--- src/rtl/pong_pkg.sv ---
// Shared encodings and default timing for the pong paddle logic.
// Also holds a width helper that is used to size the counters.
package pong_pkg;

  typedef enum logic [1:0] {
    ST_IDLE = 2'd0,
    ST_SLOW = 2'd1,
    ST_FAST = 2'd2
  } paddle_state_e;

  typedef enum logic [1:0] {
    DIR_NONE = 2'd0,
    DIR_UP   = 2'd1,
    DIR_DOWN = 2'd2
  } paddle_dir_e;

  localparam int SLOW_TICKS_DEF  = 1250000;
  localparam int FAST_TICKS_DEF  = 625000;
  localparam int ACCEL_STEPS_DEF = 4;

  // Bits needed to hold the values 0..n-1. The result is never less than 1.
  function automatic int cnt_width(input int n);
    return (n <= 2) ? 1 : $clog2(n);
  endfunction

endpackage

--- src/rtl/paddle_motion_ctrl_if.sv ---
// Handshake between the motion FSM (master) and its tick generator (slave).
interface paddle_motion_ctrl_if;
  logic clear;
  logic enable;
  logic fast_sel;
  logic tc;

  modport master (output clear, output enable, output fast_sel, input tc);
  modport slave  (input clear, input enable, input fast_sel, output tc);
endinterface

--- src/rtl/paddle_tick_gen.sv ---
// Step-rate tick counter. The period is selected at run time (slow or fast).
// tc pulses on the last tick of the period, and the count wraps to 0 on that cycle.
module paddle_tick_gen
  import pong_pkg::*;
#(
  parameter int c_SLOW_TICKS = SLOW_TICKS_DEF,
  parameter int c_FAST_TICKS = FAST_TICKS_DEF
) (
  input  logic                 i_Clk,
  input  logic                 i_Rst,
  paddle_motion_ctrl_if.slave  tick_if
);

  localparam int c_CNT_W = cnt_width(c_SLOW_TICKS);
  localparam logic [c_CNT_W-1:0] c_SLOW_LAST = c_CNT_W'(c_SLOW_TICKS - 1);
  localparam logic [c_CNT_W-1:0] c_FAST_LAST = c_CNT_W'(c_FAST_TICKS - 1);

  logic [c_CNT_W-1:0] cnt_q;
  logic [c_CNT_W-1:0] cnt_d;
  logic [c_CNT_W-1:0] last_cnt;

  assign last_cnt   = tick_if.fast_sel ? c_FAST_LAST : c_SLOW_LAST;
  assign tick_if.tc = tick_if.enable && (cnt_q == last_cnt);

  always_comb begin
    // NOTE: the default comes first, so every path assigns cnt_d and no latch is inferred.
    cnt_d = cnt_q;
    if (tick_if.clear) begin
      cnt_d = '0;
    end else if (tick_if.enable) begin
      cnt_d = tick_if.tc ? '0 : cnt_q + c_CNT_W'(1);
    end
  end

  always_ff @(posedge i_Clk) begin
    if (i_Rst) begin
      cnt_q <= '0;
    end else begin
      cnt_q <= cnt_d;
    end
  end

endmodule

--- src/rtl/paddle_motion_ctrl.sv ---
// Paddle position controller. It has manual or ball-tracking requests.
// Motion runs in an IDLE/SLOW/FAST FSM that accelerates, and the paddle pixel is drawn from a register.
module paddle_motion_ctrl
  import pong_pkg::*;
#(
  parameter int c_PLAYER_PADDLE_X = 0,
  parameter int c_PADDLE_HEIGHT   = 6,
  parameter int c_GAME_HEIGHT     = 30,
  parameter int c_COORD_W         = 6,
  parameter int c_SLOW_TICKS      = SLOW_TICKS_DEF,
  parameter int c_FAST_TICKS      = FAST_TICKS_DEF,
  parameter int c_ACCEL_STEPS     = ACCEL_STEPS_DEF,
  parameter int c_RESET_Y         = (c_GAME_HEIGHT - c_PADDLE_HEIGHT) / 2
) (
  input  logic                 i_Clk,
  input  logic                 i_Rst,
  input  logic [c_COORD_W-1:0] i_Col_Count_Div,
  input  logic [c_COORD_W-1:0] i_Row_Count_Div,
  input  logic                 i_Paddle_Up,
  input  logic                 i_Paddle_Dn,
  input  logic                 i_Auto_En,
  input  logic [c_COORD_W-1:0] i_Ball_Y,
  output logic                 o_Draw_Paddle,
  output logic [c_COORD_W-1:0] o_Paddle_Y,
  output logic                 o_At_Top,
  output logic                 o_At_Bottom,
  output logic                 o_Moving
);

  localparam int c_STEP_W = cnt_width(c_ACCEL_STEPS);
  localparam logic [c_COORD_W-1:0] c_Y_MAX    = c_COORD_W'(c_GAME_HEIGHT - c_PADDLE_HEIGHT);
  localparam logic [c_COORD_W-1:0] c_Y_RST    = c_COORD_W'(c_RESET_Y);
  localparam logic [c_COORD_W-1:0] c_PADDLE_X = c_COORD_W'(c_PLAYER_PADDLE_X);
  localparam logic [c_COORD_W-1:0] c_ONE      = c_COORD_W'(1);
  localparam logic [c_COORD_W:0]   c_H_M1     = (c_COORD_W + 1)'(c_PADDLE_HEIGHT - 1);
  localparam logic [c_STEP_W-1:0]  c_LAST_SLOW_STEP = c_STEP_W'(c_ACCEL_STEPS - 1);

  paddle_state_e        state_q, state_d;
  paddle_dir_e          dir_q, dir_d;
  paddle_dir_e          req;
  logic [c_COORD_W-1:0] y_q, y_d;
  logic [c_STEP_W-1:0]  step_q, step_d;
  logic                 draw_q, draw_d;
  logic                 can_move;
  logic                 tick_clear, tick_enable;

  // Extra top bit so that the paddle's bottom row never wraps.
  logic [c_COORD_W:0] y_ext, y_bot, row_ext, ball_ext;

  paddle_motion_ctrl_if tick_if ();

  assign tick_if.clear    = tick_clear;
  assign tick_if.enable   = tick_enable;
  assign tick_if.fast_sel = (state_q == ST_FAST);

  paddle_tick_gen #(
    .c_SLOW_TICKS (c_SLOW_TICKS),
    .c_FAST_TICKS (c_FAST_TICKS)
  ) u_tick_gen (
    .i_Clk   (i_Clk),
    .i_Rst   (i_Rst),
    .tick_if (tick_if)
  );

  assign y_ext    = {1'b0, y_q};
  assign y_bot    = y_ext + c_H_M1;
  assign row_ext  = {1'b0, i_Row_Count_Div};
  assign ball_ext = {1'b0, i_Ball_Y};

  always_comb begin
    req = DIR_NONE;
    if (i_Auto_En) begin
      if (ball_ext < y_ext)      req = DIR_UP;
      else if (ball_ext > y_bot) req = DIR_DOWN;
    end else begin
      if (i_Paddle_Up && !i_Paddle_Dn)      req = DIR_UP;
      else if (i_Paddle_Dn && !i_Paddle_Up) req = DIR_DOWN;
    end
  end

  assign can_move = (dir_q == DIR_UP)   ? (y_q != '0) :
                    (dir_q == DIR_DOWN) ? (y_q != c_Y_MAX) : 1'b0;

  always_comb begin
    state_d     = state_q;
    dir_d       = dir_q;
    y_d         = y_q;
    step_d      = step_q;
    tick_clear  = 1'b0;
    tick_enable = 1'b0;

    unique case (state_q)
      ST_IDLE: begin
        tick_clear = 1'b1;
        step_d     = '0;
        if (req != DIR_NONE) begin
          state_d = ST_SLOW;
          dir_d   = req;
        end
      end
      ST_SLOW, ST_FAST: begin
        if (req == DIR_NONE) begin
          state_d    = ST_IDLE;
          step_d     = '0;
          tick_clear = 1'b1;
        end else if (req != dir_q) begin
          // A reversal starts over in slow mode, and no step is taken on this cycle.
          state_d    = ST_SLOW;
          dir_d      = req;
          step_d     = '0;
          tick_clear = 1'b1;
        end else begin
          tick_enable = 1'b1;
          if (tick_if.tc && can_move) begin
            y_d = (dir_q == DIR_UP) ? y_q - c_ONE : y_q + c_ONE;
            if (state_q == ST_SLOW) begin
              if (step_q == c_LAST_SLOW_STEP) begin
                state_d = ST_FAST;
                step_d  = '0;
              end else begin
                step_d = step_q + c_STEP_W'(1);
              end
            end
          end
        end
      end
      default: begin
        state_d    = ST_IDLE;
        tick_clear = 1'b1;
      end
    endcase
  end

  assign draw_d = (i_Col_Count_Div == c_PADDLE_X) && (row_ext >= y_ext) && (row_ext <= y_bot);

  always_ff @(posedge i_Clk) begin
    // NOTE: state registers use non-blocking assignments only, so every flop samples values from before the edge.
    if (i_Rst) begin
      state_q <= ST_IDLE;
      dir_q   <= DIR_UP;
      y_q     <= c_Y_RST;
      step_q  <= '0;
      draw_q  <= 1'b0;
    end else begin
      state_q <= state_d;
      dir_q   <= dir_d;
      y_q     <= y_d;
      step_q  <= step_d;
      draw_q  <= draw_d;
    end
  end

  assign o_Draw_Paddle = draw_q;
  assign o_Paddle_Y    = y_q;
  assign o_At_Top      = (y_q == '0);
  assign o_At_Bottom   = (y_q == c_Y_MAX);
  assign o_Moving      = (state_q != ST_IDLE);

endmodule

--- config.mk ---
export PLATFORM = sky130hd
export DESIGN_NAME = paddle_motion_ctrl
export DESIGN_NICKNAME = d
export VERILOG_FILES = /design/src/rtl/pong_pkg.sv /design/src/rtl/paddle_motion_ctrl_if.sv /design/src/rtl/paddle_tick_gen.sv /design/src/rtl/paddle_motion_ctrl.sv
export SDC_FILE = /design/constraint.sdc
export NUM_CORES = 1
export LEC_CHECK = 0
export CAP_MARGIN = 15
export CORE_MARGIN = 5
export CORE_UTILIZATION = 46
export DETAILED_ROUTE_END_ITERATION = 16
export HOLD_SLACK_MARGIN = 0.05
export PLACE_DENSITY = 0.79
export SLEW_MARGIN = 20
export SYNTH_ARGS = -nofsm -noshare
export SYNTH_HDL_FRONTEND = slang
export SYNTH_SLANG_ARGS = --single-unit
--- constraint.sdc ---
create_clock -name i_Clk -period 4.5 [get_ports i_Clk]
set_clock_uncertainty 0.2 [all_clocks]
set_input_delay 1.35 -clock i_Clk [delete_from_list [all_inputs] [get_ports i_Clk]]
set_output_delay 1.35 -clock i_Clk [all_outputs]
set_load 0.05 [all_outputs]
### Word-level counts from Yosys, hierarchy flattened

Cells that the tools add are included.

* add/subtract/negate cells: 5
* multiply operators: 0
* divide/modulo/power cells: 0
* order comparisons: 4
* equality and inequality tests: 15
* shift-type cells: 0
* muxes and demuxes: 33
* bitwise gates (word level): 2
* reduce and logical (&&, ||, !) cells: 22

Operators by type and width (count)
* two-way mux 21 bit: 2
* two-way mux 2 bit: 19
* adder 21 x 1 -> 21 bit, second input constant: 1
* == test 21 bit: 1
* logical NOT 6 bit: 2
* != test 4 bit, second input constant: 3
* case mux 2 bit (2 select lines): 3
* AND reduction 4 bit: 3
* two-way mux 1 bit: 8
* adder 6 x 3 -> 7 bit, second input constant: 1
* greater-than comparator 6 x 7 -> 1 bit: 1
* <= comparator 6 x 7 -> 1 bit: 1
* adder 6 x 1 -> 6 bit, second input constant: 1
* == test 2 bit, second input constant: 3
* == test 6 x 5 -> 1 bit, second input constant: 1
* >= comparator 6 bit: 1
* logical AND 1 bit: 6
* < comparator 6 bit: 1
* two-way mux 6 bit: 1
* != test 2 bit, second input constant: 3
* != test 6 x 5 -> 1 bit, second input constant: 1
* nonzero test 2 bit: 3
* nonzero test 6 bit: 1
* subtractor 6 x 1 -> 6 bit, second input constant: 1
* other kinds (8): 13

* flip-flop bits (word level): 34
* latch bits: 0
* bits in writable memories: 0
* ROM bits: 0
* input port bits: 23
* memories kept: 0

### Longest topological paths before layout

Gate-level depths: netlist (run 1).

* depth after elaboration: 15
* gate-level depth with buffers: 14
* mapped depth without buffers: 12

### Modules after synthesis

From an unflattened synthesis (run 1), not the netlist that was laid out.

* cells, all modules: 324
* area, all modules: 2766.4 um2

Modules (own cells, without submodules)
* paddle_motion_ctrl: times used 1, cells an instance 199, area each 1664.1 um2
* paddle_tick_gen: times used 1, cells an instance 125, area each 1102.3 um2

### Worst setup path after synthesis (run 1)

No wires, ideal clock.

* path kind: reg-to-output
* start: reg y_q[0], in the netlist o_Paddle_Y[0]
* end: out o_At_Top
* arrival time: 2390 ps
* required time: 2950 ps
* slack: 560 ps
* stages on the path, launching flop included: 5
* path buffers: 0
* path through: dfxtp_1 inv_1 ha_1 or3b_1 nor3_1

* longest elaborated chain between the ends: 1

Ends and longest elaborated chain
* start: declaration: RTL line paddle_motion_ctrl.sv:41 `logic [c_COORD_W-1:0] y_q, y_d;`
* start signal: assignment: RTL line paddle_motion_ctrl.sv:141 `y_q <= c_Y_RST;`
* start signal: assignment: RTL line paddle_motion_ctrl.sv:147 `y_q <= y_d;`
* logical NOT 6 bit: RTL line paddle_motion_ctrl.sv:155 `assign o_At_Top = (y_q == '0);`
* end: declaration: RTL line paddle_motion_ctrl.sv:25 `output logic o_At_Top,`

No other way between the ends.

### Final worst setup path (run 1)

* start: reg y_q[0], in the netlist o_Paddle_Y[0]
* end: out o_At_Bottom

* longest elaborated chain between the ends: 1

Ends and longest elaborated chain
* == test 6 x 5 -> 1 bit: RTL line paddle_motion_ctrl.sv:156 `assign o_At_Bottom = (y_q == c_Y_MAX);`
* end: declaration: RTL line paddle_motion_ctrl.sv:26 `output logic o_At_Bottom,`

No other way between the ends.

==> summary.md, run 1 <==
| Metric | Value |
|---|---|
| Run status | completed |
| Number of resized instances in the post-cts repair step | 0 |
| Number of hold-slack violations in the final timing report | 0 |
| Kind of cell adding the most delay to the critical path | buffers and inverters |
| Num rows | 27 |
| Syn_area_per_cell | 8.431 sq um |
| Post-synthesis instance total | 310 |
| Maximum number of pins on one net before global-route repair | 30 |
| Max frequency | around 240 MHz |
| Pre-antenna DRT Iters | 4 |
| Die height | 85.38 microns |
| Yosys warning total | 0 |
| Minimum setup slack among reg-to-reg paths | roughly 1 ns |
| Total negative slack for setup checks | 0 ns |
| CTS Sinks | 34 |
| Critical path launch point type | register |
| Critical path peak fanout | 9 |
| Post-DR wirelength/cell | 13.83 microns |
| Critical path arrival | around 2.7 ns |
| Sequential share of the synthesized area | 26.04% |
| Top_reg_cell synth | dfxtp_1 |
| Maximum capacitance violations | 0 |
| Vias in the first global route | 2292 |
| Cell type contributing the most total cell area after synthesis | dfxtp_1 |
| Worst R2R Start | o_Paddle_Y[0] |
| Bufs and invs on worst path | 2 |
| Critical-path cell list | inv_1, ha_1, or3b_1, nor3_1, clkdlybuf4s50_1 |
| Die footprint | between 7000 and 8000 sq um |
| Number of cells traversed by the worst register-to-register path | 13 |
| Total via count in the routed design | 2360 |
| Tightest Hold Check Type | reg2reg |
| Area share of the largest cell type after synthesis | 26.04% |
| DRT Wirelength | ~5.7 mm |
| Count of flip-flops with a built-in enable after synthesis | 0 |
| Post-Route M1 WL | roughly 2.8 mm |
| Unrepaired setup endpoints after global routing | no |
| Footprint of the multi-input gates | approximately 1800 sq um |
| Largest vdd supply drop | between 0.15 and 0.2 mV |
| Area added between synthesis and finish | 20.78% |
| CTS Hold Bufs | 0 |
| Root buf cell | clkbuf_8 |
| Number of nets in the synthesized netlist | around 370 |
| Register bit count reported by yosys | 34 |
| Seq. cell area | roughly 700 sq um |
| Final Instance Area | around 3200 sq um |
| Clock edge transition at the registers on the reported setup and hold paths | around 0.070 ns |
| Number of levels in the clock H-tree | 2 |
| Total inserted antenna cells | 0 |
| Bufs on Longest Clock Path | 2 |
| Asr flop ratio synth | 0% |
| Clock Latency Late Sink | between 0.2 and 0.3 ns |
| Overall track demand over capacity in global routing | between 15 and 20% |
| Post-detailed-route count of antenna-violating nets | 0 |
| Critical Path Max Stage Delay | 0.88 ns |
| Share of the clock period used by the worst path | 93.33% |
| TritonCTS clock tree | built |
| Final period demand of the worst path | between 4 and 5 ns |
| Cell count along the critical path | 5 |
| Placed instance area | between 3000 and 4000 sq um |
| Crit path from | o_Paddle_Y[0] |
| GR Overflow Total | 0 |
| Class of the most critical setup path | reg2out |
| Detailed Route Iter0 Violations | between 90 and 100 |
| Die Wd | approximately 85 microns |
| Critical path's slowest cell | clkdlybuf4s50_1 |
| Met3 layer wire length in the routed design | around 150 microns |
| Top post-synthesis cells by area | dfxtp_1 (26%), ha_1 (15%), a21oi_1 (4.8%) |
| Nets@finish | about 400 |
| Timing endpoint of the critical path | o_At_Bottom |
| Input/output buffers | 32 |
| Number of remaining DRC errors | 0 |
| Number of pins exceeding their max-slew limit in the final report | 0 |
| Filler cell count in the final layout | 485 |
| Setup violators final | 0 |
| End of the worst register-to-register path | u_tick_gen.cnt_q[12] |
| Initial core utilization | 47.47% |
| Vias per inst | 5.687 |
| Worst slew pin tran | approximately 0.83 ns |
| Endpoint required time on the critical path | ~3 ns |
| Pwr Density | about 290 nW/um^2 |
| Num CTS Buffers | 5 |
| Lkg Pwr | around 1.2 nW |
| # IOs | 33 |
| Floorplan Core Area | roughly 5500 sq um |
| Relative max-transition margin | ~45% |
| Global-route wire length before repair | 10.34 mm |
| Kind of capture point of the worst setup path | output port |
| Most repeated cell in the gate-level netlist after synthesis | dfxtp_1 |
| Hpwl dp | approximately 4.4 mm |
| Initial antenna violation count | 0 |
| Number of distinct library cells after synthesis | 61 |
| Total met2 wirelength after detailed routing | approximately 2.7 mm |
| Highest signal layer in the routed design | met4 |
| Buffers inserted by post-CTS timing repair | 0 |
| Layout cell share with drive strength beyond 1 | approximately 6% |
| Commonest cells in the synthesized netlist | dfxtp_1 (34), ha_1 (32), nor2_1 (30), a21oi_1 (25), inv_1 (19) |
| Mapped cell area | 2614 sq um |
| RePlAce Congestion | 0.8023 |
worst min-delay path by stage:
| stage | from | end | slack [ns] | depth (start not counted) |
|---|---|---|---|---|
| after floorplan | u_tick_gen.cnt_q[0] | u_tick_gen.cnt_q[0] | 0.23 | 1 |
| after global placement | u_tick_gen.cnt_q[0] | u_tick_gen.cnt_q[0] | 0.24 | 1 |
| after detailed placement | u_tick_gen.cnt_q[0] | u_tick_gen.cnt_q[0] | 0.25 | 1 |
| after CTS | u_tick_gen.cnt_q[0] | u_tick_gen.cnt_q[0] | 0.27 | 1 |
| after global routing | u_tick_gen.cnt_q[0] | u_tick_gen.cnt_q[0] | 0.30 | 1 |
| final | u_tick_gen.cnt_q[0] | u_tick_gen.cnt_q[0] | 0.26 | 1 |
cell families after synthesis:
kind of cell,count (synthesis),synth area share (%)
simple gates,121,25.95
compound gates,71,19.15
fa+ha+maj,35,16.85
flops,34,26.04
buf+inv,29,4.452
xor+xnor,13,4.644
mux,7,2.920
power by group:
part	internal (mW)	switching, mW
sequential	0.309	0.00620
combinational	0.108	0.135
clock	0.236	0.111
total	0.653	0.252
cell usage in the layout (no fill, tap or decap), types with 12 or more instances in the layout:
cell type | synthesis | final
ha_1 | 32 | 32
inv_1 | 19 | 19
o31ai_1 | 13 | 13
dfxtp_1 | 34 | 34
clkdlybuf4s50_1 | 0 | 32
a21oi_1 | 25 | 25
nand2_1 | 18 | 18
nor2_1 | 30 | 30
or4_1 | 12 | 12
per-layer routing:
layer | vias up | GRT usage [%]
li1 | 1208 | -
met1 | 1105 | 22.67
met2 | 38 | 27.40
met3 | 9 | 3.107
met4 | 0 | 5.324
met5 | - | 0
flip-flops by register name, indices dropped and copies added (netlist names):
signal / cells
dir_q: 2
o_Draw_Paddle: 1
o_Paddle_Y: 6
u_tick_gen.cnt_q: 21
state_q: 2
step_q: 2
stage by stage:
| stage | hold WS, ns | util (%) | instances | setup WS (ns) | power [mW] |
|---|---|---|---|---|---|
| 4_1_cts | 0.2700 | 57.33 | 415 | 0.3207 | 0.9126 |
| 3_5_place_dp | 0.2532 | 54.74 | 407 | 0.1543 | 0.5622 |
| 6_report | 0.2597 | 57.33 | 415 | 0.3003 | 0.9049 |
| 3_3_place_gp | 0.2382 | 54.74 | 407 | 0.2360 | 0.5552 |
| 5_1_grt | 0.3037 | 57.33 | 415 | 0.1903 | 0.9554 |
| 2_1_floorplan | 0.2258 | - | 310 | 0.5603 | 0.4919 |
worst reg2reg max path, cell delays in order, from the launching register on:
cell,delay (ns)
dfxtp_1,0.51
inv_1,0.20
ha_1,0.32
inv_1,0.06
ha_1,0.31
nand2b_1,0.06
a21oi_1,0.14
o221ai_1,0.16
a211oi_1,0.32
or3b_4,0.23
nand3_2,0.11
buf_12,0.18
or4_1,0.51
a21oi_1,0.17
cell type report:
class	count	area share (%)
clock buffer	6	2.616
timing repair buffer	35	11.26
clock inverter	2	1.902
inverter	19	2.259
tap	72	2.854
sequential	34	21.56
multi-input combinational	247	57.55
(Power assumes the default switching activity.)
==> run 2: changes to the inputs <==
--- a/config.mk
+++ b/config.mk
@@ -10,7 +10,7 @@
 export CORE_UTILIZATION = 46
 export DETAILED_ROUTE_END_ITERATION = 16
 export HOLD_SLACK_MARGIN = 0.05
-export PLACE_DENSITY = 0.79
+export PLACE_DENSITY = 0.82
 export SLEW_MARGIN = 20
 export SYNTH_ARGS = -nofsm -noshare
 export SYNTH_HDL_FRONTEND = slang
==> constraint.sdc (replaced) <==
create_clock -name i_Clk -period 3.4 [get_ports i_Clk]
set_clock_uncertainty 0.2 [all_clocks]
set_input_delay 1.02 -clock i_Clk [delete_from_list [all_inputs] [get_ports i_Clk]]
set_output_delay 1.02 -clock i_Clk [all_outputs]
set_load 0.05 [all_outputs]
==> summary.md, run 2 (synthesis gave the netlist of run 1 again) <==
| Metric | Value |
|---|---|
| Run status | completed (unchanged) |
| Critical path's slowest cell | or4_4 (was clkdlybuf4s50_1) |
| Die Wd | 85.38 microns (unchanged) |
| Largest vdd supply drop | 0.3413 mV (was 0.1822 mV) |
| Final Instance Area | 3538 sq um (was 3157 sq um) |
| Layout cell share with drive strength beyond 1 | 22.76% (was 5.831%) |
| Footprint of the multi-input gates | 1993 sq um (was 1817 sq um) |
| Commonest cells after routing, fill and taps aside | dfxtp_1 (31), nor2_1 (28), buf_4 (25) (was dfxtp_1 (34), ha_1 (32), clkdlybuf4s50_1 (32)) |
| Endpoint required time on the critical path | 3.42 ns (was 2.95 ns) |
| Global-route wire length before repair | 11.93 mm (was 10.34 mm) |
| Max frequency | approximately 300 MHz |
| Instance count along the most critical hold path | 1 (unchanged) |
| Seq. cell area | 689.4 sq um (was 680.7 sq um) |
| Class of the most critical setup path | in2reg (was reg2out) |
| DRT Wirelength | 7.153 mm (was 5.740 mm) |
| GR Overflow Total | 0 (unchanged) |
| Number of hold-slack violations in the final timing report | 0 (unchanged) |
| Placed instance area | 3196 sq um (was 3014 sq um) |
| Nets@finish | 424 (was 398) |
| Tightest Hold Check Type | reg2reg (unchanged) |
| Root buf cell | clkbuf_8 (unchanged) |
| Num rows | 27 (unchanged) |
| Floorplan Core Area | 5507 sq um (unchanged) |
| Critical path arrival | 3.34 ns (was 2.65 ns) |
| Clock Latency Late Sink | 0.30 ns (was 0.29 ns) |
| Area added between synthesis and finish | 35.38% (was 20.78%) |
| Num CTS Buffers | 5 (unchanged) |
| Die footprint | 7290 sq um (unchanged) |
| Clock edge transition at the registers on the reported setup and hold paths | 0.06 ns (was 0.07 ns) |
| Total inserted antenna cells | 0 (unchanged) |
| Initial core utilization | 47.47% (unchanged) |
| Min Hold Slack | 0.2602 ns (was 0.2597 ns) |
| Number of cells traversed by the worst register-to-register path | 12 (was 13) |
| Pre-antenna DRT Iters | 4 (unchanged) |
| Hpwl dp | 4.801 mm (was 4.429 mm) |
| End of the worst register-to-register path | u_tick_gen.cnt_q[7] (was u_tick_gen.cnt_q[12]) |
| Share of the clock period used by the worst path | between 90% and 100% |
| Kind of capture point of the worst setup path | register (was output port) |
| Worst R2R Start | o_Paddle_Y[0] (unchanged) |
| Input/output buffers | 32 (unchanged) |
| Maximum capacitance violations | 0 (unchanged) |
| Vias in the first global route | 2614 (was 2292) |
| Minimum setup slack among reg-to-reg paths | 0.17 ns (was 0.98 ns) |
| Setup violators final | 0 (unchanged) |
| Lkg Pwr | 1.298 nW (was 1.156 nW) |
| Bufs on Longest Clock Path | 2 (unchanged) |
| Post-DR wirelength/cell | 16.22 microns (was 13.83 microns) |
| TritonCTS clock tree | built (unchanged) |
| Number of levels in the clock H-tree | 2 (unchanged) |
| Pwr Density | 328.8 nW/um^2 (was 286.7 nW/um^2) |
| Initial antenna violation count | 0 (unchanged) |
| Critical-path cell list | buf_2, ha_4, nand2b_4, a21oi_4, o41ai_4, buf_4, a311oi_4, nand3_4, buf_12, or4_4, a21oi_2 (was inv_1, ha_1, or3b_1, nor3_1, clkdlybuf4s50_1) |
| Detailed Route Iter0 Violations | 101 (was 91) |
| Filler cell count in the final layout | 448 (was 485) |
| Largest register FFs | 21 (unchanged) |
| Critical path peak fanout | 6 (was 9) |
| Total negative slack for setup checks | 0 ns (unchanged) |
| Die height | 85.38 microns (unchanged) |
| Relative max-transition margin | 60.19% (was 44.58%) |
| CTS Sinks | 34 (unchanged) |
| Worst slew pin tran | 0.5957 ns (was 0.8287 ns) |
| Largest reg by FF count | u_tick_gen.cnt_q (unchanged) |
| Number of pins exceeding their max-slew limit in the final report | 0 (unchanged) |
| Total via count in the routed design | 2570 (was 2360) |
| # IOs | 33 (unchanged) |
| Startpoint of the worst hold path | u_tick_gen.cnt_q[0] (unchanged) |
| End-of-flow core utilization | 64.26% (was 57.33%) |
| Endpoint, Worst Hold | u_tick_gen.cnt_q[0] (unchanged) |
| RePlAce Congestion | 0.8553 (was 0.8023) |
| Vias per inst | 5.828 (was 5.687) |
| Final period demand of the worst path | ~3.3 ns |
| Post-detailed-route count of antenna-violating nets | 0 (unchanged) |
| Critical path launch point type | input port (was register) |
| Setup slack after placement | -0.5949 ns (was 0.1543 ns) |
| Overall track demand over capacity in global routing | 20.03% (was 16.92%) |
| Least setup slack across all paths after layout | 0.08733 ns (was 0.3003 ns) |
| Most common cell after layout, fill and taps aside | dfxtp_1 (unchanged) |
| Number of remaining DRC errors | 0 (unchanged) |
| Critical Path Max Stage Delay | 0.53 ns (was 0.88 ns) |
| Maximum number of pins on one net before global-route repair | 21 (was 30) |
-- run 2: cell count changes in the layout (fill, tap and decap cells not counted), sizes merged --
cell           change
clkinvlp           +1
buf               +32
clkbuf             +2
clkinv             +1
bufinv             -2
clkdlybuf4s50      -8
-- run 2: power breakdown --
part	leakage, nW	total [mW]	switching [mW]	internal (mW)
registers	0.276	0.416	0.00933	0.407
clock network	0.0472	0.319	0.157	0.163
logic	0.975	0.428	0.218	0.209
total	1.30	1.16	0.384	0.779
-- run 2: layout make-up --
class / count / share of cell area (%)
inverters: 19 / 2.016
flip-flops and latches: 34 / 19.48
multi-input cells: 247 / 56.33
repair buffers: 61 / 16.94
well taps: 72 / 2.546
clock buffers: 6 / 2.334
clock inverters: 2 / 0.3536
-- run 2: metal layers --
layer  track usage, %  up-vias  wire length [microns]
met5                0        -                      0
li1                 -     1272                      -
met1            23.70     1227                   3009
met3            3.495       15                    269
met2            35.88       56                   3713
met4            7.338        0                    162
-- run 2: how the worst max path moves through the flow --
stage	from	end	slack (ns)	cells after the start
after global routing	i_Ball_Y[0]	u_tick_gen.cnt_q[7]	-0.03	12
after CTS	i_Ball_Y[3]	u_tick_gen.cnt_q[7]	0.008	11
after detailed placement	i_Ball_Y[2]	u_tick_gen.cnt_q[15]	-0.59	11
final	i_Ball_Y[1]	u_tick_gen.cnt_q[7]	0.09	11
after global placement	i_Ball_Y[2]	u_tick_gen.cnt_q[8]	-0.49	11
after floorplan	o_Paddle_Y[1]	u_tick_gen.cnt_q[20]	0.01	13
-- run 2: critical path: cells and delay by family --
kind,cells,cell delay [ns]
compound gates,4,0.77
fa+ha+maj,1,0.28
buf+inv,3,0.48
simple gates,3,0.80
-- run 2: stage by stage --
step | power, mW | instances
final | 1.163 | 441
after global routing | 1.231 | 441
after CTS | 1.163 | 439
after detailed placement | 0.7771 | 427
after global placement | 0.7650 | 427
after floorplan | 0.6507 | 310
-- run 2: repair_timing --
item / CTS / global route
pin swaps: 20 / 12
gates resized for setup: 43 / 17
gates cloned: 2 / 0
hold buffers: 0 / 0
setup endpoints to repair: 30 / 30
setup buffers: 2 / 2
==> run 3: changes to the inputs <==
--- a/config.mk
+++ b/config.mk
@@ -5,12 +5,13 @@
 export SDC_FILE = /design/constraint.sdc
 export NUM_CORES = 1
 export LEC_CHECK = 0
+export ABC_AREA = 1
 export CAP_MARGIN = 15
 export CORE_MARGIN = 5
 export CORE_UTILIZATION = 46
 export DETAILED_ROUTE_END_ITERATION = 16
 export HOLD_SLACK_MARGIN = 0.05
-export PLACE_DENSITY = 0.82
+export PLACE_DENSITY = 0.81
 export SLEW_MARGIN = 20
 export SYNTH_ARGS = -nofsm -noshare
 export SYNTH_HDL_FRONTEND = slang
==> summary.md, run 3 <==
| Metric | Value |
|---|---|
| Post-synthesis instance total | 463 (was 310) |
| Detailed Route Iter0 Violations | 211 (was 101) |
| Cell type contributing the most total cell area after synthesis | dfxtp_1 (unchanged) |
| Global-route wire length before repair | 13.75 mm (was 11.93 mm) |
| Bufs on Longest Clock Path | 2 (unchanged) |
| Cell seen most often among critical-path stages | buf_4 |
| Endpoint required time on the critical path | 3.39 ns (was 3.42 ns) |
| Seq. cell area | 680.7 sq um (was 689.4 sq um) |
| Setup slack after placement | -0.2277 ns (was -0.5949 ns) |
| Flop pwr share | 34.5% (was 35.8%) |
| Vias in the first global route | 3149 (was 2614) |
| Startpoint of the worst hold path | u_tick_gen.cnt_q[0] (unchanged) |
| Worst R2R Start | o_Paddle_Y[0] (unchanged) |
| Setup violators final | 0 (unchanged) |
| CTS Hold Bufs | 0 (unchanged) |
| Most common cell after layout, fill and taps aside | nand2_1 (was dfxtp_1) |
| Total via count in the routed design | 3298 (was 2570) |
| Die Wd | 91.60 microns (was 85.38 microns) |
| Mapped cell area | 3063 sq um (was 2614 sq um) |
| Input/output buffers | 32 (unchanged) |
| Floorplan Core Area | 6422 sq um (was 5507 sq um) |
| Initial core utilization | 47.69% (was 47.47%) |
| Pre-antenna DRT Iters | 6 (was 4) |
| Clock power share | 39.9% (was 27.5%) |
| Number of pins exceeding their max-slew limit in the final report | 0 (unchanged) |
| Number of hold-slack violations in the final timing report | 0 (unchanged) |
| Clock Latency Late Sink | 0.30 ns (about the same) |
| Root buf cell | clkbuf_8 (unchanged) |
| Post-detailed-route count of antenna-violating nets | 0 (unchanged) |
| Die footprint | 8391 sq um (was 7290 sq um) |
| Power Internal | 0.8516 mW (was 0.7790 mW) |
| Layout cell share with drive strength beyond 1 | 11.50% (was 22.76%) |
| Lkg Pwr | 1.602 nW (was 1.298 nW) |
| Kind of cell adding the most delay to the critical path | buffers and inverters (was simple AND/OR/NAND/NOR gates) |
| DRT Wirelength | 8.201 mm (was 7.153 mm) |
| Total inserted antenna cells | 0 (unchanged) |
| Commonest cells after routing, fill and taps aside | nand2_1 (89), inv_1 (65), nor2_1 (42) (was dfxtp_1 (31), nor2_1 (28), buf_4 (25)) |
| GR Overflow Total | 0 (unchanged) |
| Critical-path cell list | clkdlybuf4s50_1, ha_1, nand2_1, inv_1, nand4_1, nand4_1, nand2_2, inv_2, buf_4, nand3_2, nand2_2, nor2_4, buf_4, buf_4, nand3_4, o21ai_0, a21oi_1 (was buf_2, ha_4, nand2b_4, a21oi_4, o41ai_4, buf_4, a311oi_4, nand3_4, buf_12, or4_4, a21oi_2) |
| Number of nets in the synthesized netlist | 519 (was 366) |
| Nets@finish | 568 (was 424) |
| Critical path launch point type | input port (unchanged) |
| Largest vdd supply drop | 0.1772 mV (was 0.3413 mV) |
| CTS Sinks | 34 (unchanged) |
| Number of distinct library cells after synthesis | 39 (was 61) |
| Most repeated cell in the gate-level netlist after synthesis | nand2_1 (was dfxtp_1) |
| Number of remaining DRC errors | 0 (unchanged) |
| Yosys warning total | 0 (unchanged) |
| Num CTS Buffers | 5 (unchanged) |
| Top_reg_cell synth | dfxtp_1 (unchanged) |
| Largest reg by FF count | u_tick_gen.cnt_q (unchanged) |
| Maximum capacitance violations | 0 (unchanged) |
| Initial antenna violation count | 0 (unchanged) |
| Footprint of the multi-input gates | 2097 sq um (was 1993 sq um) |
| Worst slew pin tran | 0.6806 ns (was 0.5957 ns) |
| Share of the clock period used by the worst path | 95.78% (was 97.43%) |
| Syn_area_per_cell | 6.615 sq um (was 8.431 sq um) |
| Critical path's slowest cell | clkdlybuf4s50_1 (was or4_4) |
| Top post-synthesis cells by area | dfxtp_1 (22%), ha_1 (13%), nand2_1 (11%) (was dfxtp_1 (26%), ha_1 (15%), a21oi_1 (4.8%)) |
| Kind of capture point of the worst setup path | register (unchanged) |
| Endpoint, Worst Hold | u_tick_gen.cnt_q[0] (unchanged) |
| Area added between synthesis and finish | 22.92% (was 35.38%) |
| Commonest cells in the synthesized netlist | nand2_1 (91), inv_1 (67), nor2_1 (42), nand3_1 (40), dfxtp_1 (34) (was dfxtp_1 (34), ha_1 (32), nor2_1 (30), a21oi_1 (25), inv_1 (19)) |
| Die height | 91.60 microns (was 85.38 microns) |
| Critical path arrival | 3.25 ns (was 3.34 ns) |
| Bufs and invs on worst path | 6 (was 3) |
| End of the worst register-to-register path | o_Paddle_Y[4] (was u_tick_gen.cnt_q[7]) |
| Overall track demand over capacity in global routing | 19.44% (was 20.03%) |
| Class of the most critical setup path | in2reg (unchanged) |
| Hpwl dp | 6.348 mm (was 4.801 mm) |
| Num rows | 29 (was 27) |
| Min Hold Slack | 0.2486 ns (was 0.2602 ns) |
| NetSw | 0.3572 mW (was 0.3843 mW) |
| Maximum number of pins on one net before global-route repair | 14 (was 21) |
| Final period demand of the worst path | 3.257 ns (was 3.313 ns) |
| Count of flip-flops with a built-in enable after synthesis | 0 (unchanged) |
| Pwr Density | 321.1 nW/um^2 (was 328.8 nW/um^2) |
| Instance count along the most critical hold path | 1 (unchanged) |
| Combinational group share of total power | 25.7% (was 36.8%) |
| Minimum setup slack among reg-to-reg paths | 0.27 ns (was 0.17 ns) |
| Critical Path Max Stage Delay | 0.42 ns (was 0.53 ns) |
| Sequential share of the synthesized area | 22.22% (was 26.04%) |
| Asr flop ratio synth | 0% (unchanged) |
| Largest register FFs | 21 (unchanged) |
| Number of cells traversed by the worst register-to-register path | 19 (was 12) |
| Tightest Hold Check Type | reg2reg (unchanged) |
| Post-DR wirelength/cell | 13.90 microns (was 16.22 microns) |
| # IOs | 33 (unchanged) |
| Vias per inst | 5.590 (was 5.828) |
| RePlAce Congestion | 0.9648 (was 0.8553) |
| Run status | completed (unchanged) |
| Clock edge transition at the registers on the reported setup and hold paths | 0.08 ns (was 0.06 ns) |
| Critical path peak fanout | 5 (was 6) |
| TritonCTS clock tree | built (unchanged) |
| Relative max-transition margin | 54.21% (was 60.19%) |
| Least setup slack across all paths after layout | 0.1434 ns (was 0.08733 ns) |
| Filler cell count in the final layout | 578 (was 448) |
| Max frequency | 307.1 MHz (was 301.9 MHz) |
| Register bit count reported by yosys | 34 (unchanged) |
| Net switching share of the total power | 29.55% (was 33.04%) |
| Number of levels in the clock H-tree | 2 (unchanged) |
| Area share of the largest cell type after synthesis | 22.22% (was 26.04%) |
-- run 3: per-layer routing --
metal / wire (microns) / GRT usage (%) / up-vias
li1: - / - / 1650
met1: 3579 / 24.09 / 1499
met2: 3827 / 32.99 / 128
met3: 568 / 3.719 / 21
met4: 226 / 7.789 / 0
met5: 0 / 0 / -
-- run 3: worst max-delay path by stage --
stage	depth (start not counted)	to	start	slack, ns
6_report	17	o_Paddle_Y[4]	i_Ball_Y[4]	0.14
5_1_grt	17	state_q[1]	i_Ball_Y[4]	-0.05
4_1_cts	16	u_tick_gen.cnt_q[9]	i_Ball_Y[3]	0.07
3_5_place_dp	16	u_tick_gen.cnt_q[9]	i_Ball_Y[3]	-0.23
3_3_place_gp	15	u_tick_gen.cnt_q[8]	i_Ball_Y[3]	-0.12
2_1_floorplan	18	o_Paddle_Y[5]	o_Paddle_Y[0]	0.27
-- run 3: cell families (layout without fill, tap and decap cells) --
logic type / Yosys count / in the layout / synth area share, %
AND/OR/NAND/NOR: 232 / 232 / 35.54
buffers and inverters: 80 / 130 / 10.99
AO/OA/AOI/OAI: 67 / 67 / 12.66
flip-flops: 34 / 34 / 22.22
adder cells (fa/ha/maj): 33 / 33 / 13.73
XOR/XNOR: 17 / 17 / 4.861
-- run 3: power by group through the flow --
stage / combinational [mW] / clock (mW) / sequential, mW
6_report: 0.310 / 0.482 / 0.417
5_1_grt: 0.348 / 0.505 / 0.418
4_1_cts: 0.292 / 0.483 / 0.416
3_5_place_dp: 0.291 / 0 / 0.425
3_3_place_gp: 0.281 / 0 / 0.425
2_1_floorplan: 0.201 / 0 / 0.423
-- run 3: cell type report --
cell class	count	share of cell area, %
multi-input cells	349	55.70
inverters	71	7.079
clock buffers	6	2.193
well taps	77	2.559
repair buffers	51	12.79
flip-flops and latches	34	18.08
clock inverters	2	1.595
-- run 3: stage by stage --
step	power [mW]	util, %	instance area (sq um)	std cells	TNS [ns]
finish	1.209	58.62	3765	590	0
global route	1.271	58.62	3765	590	-0.2708
floorplan	0.6243	-	3068	463	0
CTS	1.191	56.95	3657	585	0
detailed placement	0.7161	54.72	3515	577	-4.656
global placement	0.7058	54.72	3515	577	-2.313
-- run 3: repair_timing --
item                                    in CTS  in global routing
buffers inserted                             0                  5
resized for setup                            0                 28
endpoints found under the setup margin       0                 31
-- run 3: worst reg2reg max path: cells and delay by family (launching register included) --
family          cells  cell delay [ns]
flops               1             0.46
buf+inv             4             0.53
fa+ha+maj           2             0.61
compound gates      3             0.42
simple gates       10             0.81
